===== src/rtl/serial_sub_pkg.sv =====
// Shared types and defaults for the bit-serial subtractor.
package serial_sub_pkg;

  typedef enum logic [1:0] {
    IDLE,
    CALC,
    DONE
  } sub_state_t;

  localparam int DEFAULT_WIDTH = 8;

endpackage


===== src/rtl/full_subtractor_bit.sv =====
// One-bit full subtractor cell: d = x - y - bi, bo = borrow out.
module full_subtractor_bit (
  input  logic x,
  input  logic y,
  input  logic bi,
  output logic d,
  output logic bo
);

  always_comb begin
    d  = x ^ y ^ bi;
    bo = (~x & y) | (~(x ^ y) & bi);
  end

endmodule


===== src/rtl/serial_8bit_subtractor.sv =====
// Bit-serial a - b - bin, LSB first, one bit per clock, with valid/ready
// handshakes on both the operand and result sides.
module serial_8bit_subtractor
  import serial_sub_pkg::*;
#(
  parameter int WIDTH = DEFAULT_WIDTH,
  parameter int CNT_W = $clog2(WIDTH)
) (
  input  logic             clk,
  input  logic             rst_n,
  input  logic             in_valid,
  output logic             in_ready,
  input  logic [WIDTH-1:0] a,
  input  logic [WIDTH-1:0] b,
  input  logic             bin,
  output logic             out_valid,
  input  logic             out_ready,
  output logic [WIDTH-1:0] diff,
  output logic             bout
);

  localparam logic [CNT_W-1:0] LAST = CNT_W'(WIDTH - 1);

  sub_state_t       state;
  logic [CNT_W-1:0] cnt;
  logic             borrow;
  logic [WIDTH-1:0] a_sr;
  logic [WIDTH-1:0] b_sr;
  logic             d_bit;
  logic             bo_bit;

  full_subtractor_bit u_bit (
    .x  (a_sr[0]),
    .y  (b_sr[0]),
    .bi (borrow),
    .d  (d_bit),
    .bo (bo_bit)
  );

  always_ff @(posedge clk) begin
    if (!rst_n) begin
      state     <= IDLE;
      cnt       <= '0;
      borrow    <= 1'b0;
      a_sr      <= '0;
      b_sr      <= '0;
      diff      <= '0;
      bout      <= 1'b0;
      out_valid <= 1'b0;
      in_ready  <= 1'b1;
    end else begin
      unique case (state)
        IDLE: begin
          if (in_valid && in_ready) begin
            a_sr     <= a;
            b_sr     <= b;
            borrow   <= bin;
            cnt      <= '0;
            state    <= CALC;
            in_ready <= 1'b0;
          end
        end
        CALC: begin
          // Result bits enter at the MSB so bit 0 lands in diff[0] after WIDTH shifts.
          diff   <= {d_bit, diff[WIDTH-1:1]};
          a_sr   <= a_sr >> 1;
          b_sr   <= b_sr >> 1;
          borrow <= bo_bit;
          cnt    <= cnt + CNT_W'(1);
          if (cnt == LAST) begin
            bout      <= bo_bit;
            state     <= DONE;
            out_valid <= 1'b1;
          end
        end
        DONE: begin
          if (out_ready) begin
            state     <= IDLE;
            out_valid <= 1'b0;
            in_ready  <= 1'b1;
          end
        end
        default: begin
          state     <= IDLE;
          out_valid <= 1'b0;
          in_ready  <= 1'b1;
        end
      endcase
    end
  end

endmodule


===== config.mk =====
export PLATFORM = sky130hd
export DESIGN_NAME = serial_8bit_subtractor
export DESIGN_NICKNAME = d
export VERILOG_FILES = /design/src/rtl/serial_sub_pkg.sv /design/src/rtl/full_subtractor_bit.sv /design/src/rtl/serial_8bit_subtractor.sv
export SDC_FILE = /design/constraint.sdc
export NUM_CORES = 1
export LEC_CHECK = 0
export ABC_AREA = 1
export CAP_MARGIN = 40
export CORE_ASPECT_RATIO = 1.1
export CORE_MARGIN = 3
export CORE_UTILIZATION = 61
export DETAILED_ROUTE_END_ITERATION = 10
export DONT_BUFFER_PORTS = 1
export PLACE_DENSITY_LB_ADDON = 0.1
export SYNTH_ARGS = -nofsm -noshare
export SYNTH_HDL_FRONTEND = slang
export SYNTH_SLANG_ARGS = --single-unit

===== constraint.sdc =====
create_clock -name clk -period 2.5 [get_ports clk]
set_input_delay 0.5 -clock clk [delete_from_list [all_inputs] [get_ports clk]]
set_output_delay 0.5 -clock clk [all_outputs]
set_load 0.005 [all_outputs]

==> results.toml <==
[status]
status = "completed"

[final_layout]
antenna_cells = 0
final_cell_mix = "nand2_1, nor2_1, nand3_1, dfxtp_1, inv_1"
fin_cells = 269
area_growth_pct = -0.9775
final_nets = 261
nFillCells = 243
drive_gt1_share_pct = 6.723
register_area_um2 = 660.6
mostFrequentLayoutCell = "nand2_1"
multi_input_area_um2 = 803.3

[critical_path]
crit_chain = "buf_4, nand2_8, or2_2, a21oi_1"
crit_family = "flip-flops"
crit_start = "state[0]$_SDFFE_PN0P_"
critPathKind = "reg -> reg"
worstPathRequired_ns = 2.77
slowest_stage = "dfxtp_1"
reg2reg_depth = 4
r2r-start = "state[0]$_SDFFE_PN0P_"
worstSetupEndpoint = "state[0]$_SDFFE_PN0P_"
cp_max_fo = 45
slowest_delay_ns = 0.61
critPathCaptureType = "flip-flop"
r2r-end = "state[0]$_SDFFE_PN0P_"
path_depth = 4
r2r_slack_ns = 0.94
start_kind = "flip-flop"
crit_buf_inv = 1
worst_ep_arrival_time_ns = 1.82

[sta]
finalSetupViolCount = 0
finClkSkew_ns = 0.008587
fin_crit_sh_pct = 62.24
post-route-min-period_ns = 1.556
slew_headroom_pct = 70.40
rsz0062_at_grt = "false"
final_hold_viol_count = 0
fmax_ghz = 0.6427
worstMarginPinSlew_ns = 0.4434
drv_slew = 0
finalSetupTns_ns = 0

[min_path]
holdCritPathClass = "in -> reg"
whs_path_depth = 2

[die]
initial_core_util_pct = 65.42
rows = 19
fp.dieW_um = 55.80
coreArea_um2 = 2544
die_area_um2 = 3392
die_h_um = 60.78
ios = 32

[logic_synthesis]
netlist_instances = 243
synthTopCellsByArea = "dfxtp_1, nand2_1, nand3_1"
async_flop_share_pct = 0
synth_top_area_share_pct = 39.70
ys_ff_latch = 33
syn-cell-area_um2 = 1664
yosys_most_used_dff = "dfxtp_1"
synth.avg_cell_area_um2 = 6.848
yosys.cell_types.count = 21
synth_nets = 267
ys_warn_count = 0
synth-edff-count = 0
yosysTopAreaCell = "dfxtp_1"
seq_area_frac_synth_pct = 39.70

[pwr]
peakVddDrop_mv = 0.4267
powerDensity_nw_per_um2 = 685.2
leakagePower_nw = 0.7968

[global_routing]
grt_usage_pct = 21.82
grt_max_degree = 46
grt_pass1_wl_um = 5747
grt_pass1_vias = 1404
overflow = 0
antenna_found_initial = 0

[routing]
drc = 0
wirelength_um = 3339
final_antenna_net_count = 0
dr.pass1.iters = 4
vias = 1427
initialDrtViolationCount = 55
wl_per_cell_um = 12.41
avgViaCountPerCell = 5.305

[cts]
cts_root_buffer = "clkbuf_4"
cts-buffers-inserted = 5
cts_resized = 0
post_cts_buffers = 0
ctsLongestPathBuffers = 2
htreeDepth = 2
clkTransAtPathRegs_ns = 0.10
tritoncts = "done"
hold_buffers = 0
clkLatencyLatePin_ns = 0.33
cts_num_sinks = 33

[placed_design]
hpwl_um = 2216
port_buffers = 0
gp_congestion = 0.7198
place_inst = 261

[job]
drv_cap = 0
-- metal layers --
| layer | GRT usage [%] | up-vias | wire length (um) |
|---|---|---|---|
| li1 | - | 741 | - |
| met1 | 22.45 | 631 | 1393 |
| met2 | 39.36 | 48 | 1618 |
| met3 | 9.574 | 7 | 260 |
| met4 | 9.375 | 0 | 66 |
| met5 | 0 | - | 0 |
-- synth_stat cells (3+ instances only) --
library cell,number
buf_6,6
nand2_1,62
o21ai_0,9
clkbuf_1,3
nand3_1,36
dfxtp_1,33
nor2_1,45
nor2_2,4
inv_1,22
a21oi_1,8
-- flip-flops by register name (all words and copies together), names as in the netlist --
register / count
b_sr: 8
out_valid: 1
borrow: 1
cnt: 3
in_ready: 1
bout: 1
diff: 8
a_sr: 8
state: 2
-- layout make-up --
cell class	instances	share of cell area, %
multi-input combinational	173	48.75
sequential	33	40.09
inverter	23	5.391
clock buffer	8	2.961
tap	31	2.354
timing repair buffer	1	0.4556
-- power breakdown --
part / switching [W] / internal (W)
Sequential: 0.0000402 / 0.000580
Combinational: 0.000146 / 0.0000842
Clock: 0.000167 / 0.000112
-- cell families (layout without fill, tap and decap cells) --
logic type	Yosys count	in the layout	share of synthesized area [%]
AOI/OAI and AO/OA	17	17	5.113
DFF	33	33	39.70
buffers and inverters	37	32	12.03
and+or+nand+nor	153	153	40.45
adders and majority gates	3	3	2.707
-- worst min path at each step --
stage | slack (ns) | start | endpoint
after CTS | 0.28 | rst_n | b_sr[3]$_SDFFE_PN0P_
final | 0.29 | rst_n | out_valid$_SDFFE_PN0P_
after floorplan | 0.43 | cnt[0]$_SDFFE_PN0P_ | cnt[0]$_SDFFE_PN0P_
after detailed placement | 0.45 | cnt[0]$_SDFFE_PN0P_ | cnt[0]$_SDFFE_PN0P_
after global placement | 0.44 | cnt[0]$_SDFFE_PN0P_ | cnt[0]$_SDFFE_PN0P_
after global routing | 0.25 | rst_n | b_sr[3]$_SDFFE_PN0P_
-- stage by stage --
stage	power, W	cell area [um^2]	hold WS, ns	util, %	setup WS (ns)
6_report	0.001129	1648	0.2868	64.78	0.9440
5_1_grt	0.001215	1648	0.2522	64.78	0.8573
4_1_cts	0.001138	1648	0.2768	64.78	0.9581
3_5_place_dp	0.0008614	1599	0.4475	62.86	0.9820
3_3_place_gp	0.0008482	1599	0.4426	62.86	1.031
2_1_floorplan	0.0008430	1664	0.4290	-	1.247
Note: power is estimated with default switching activity, not from simulation.
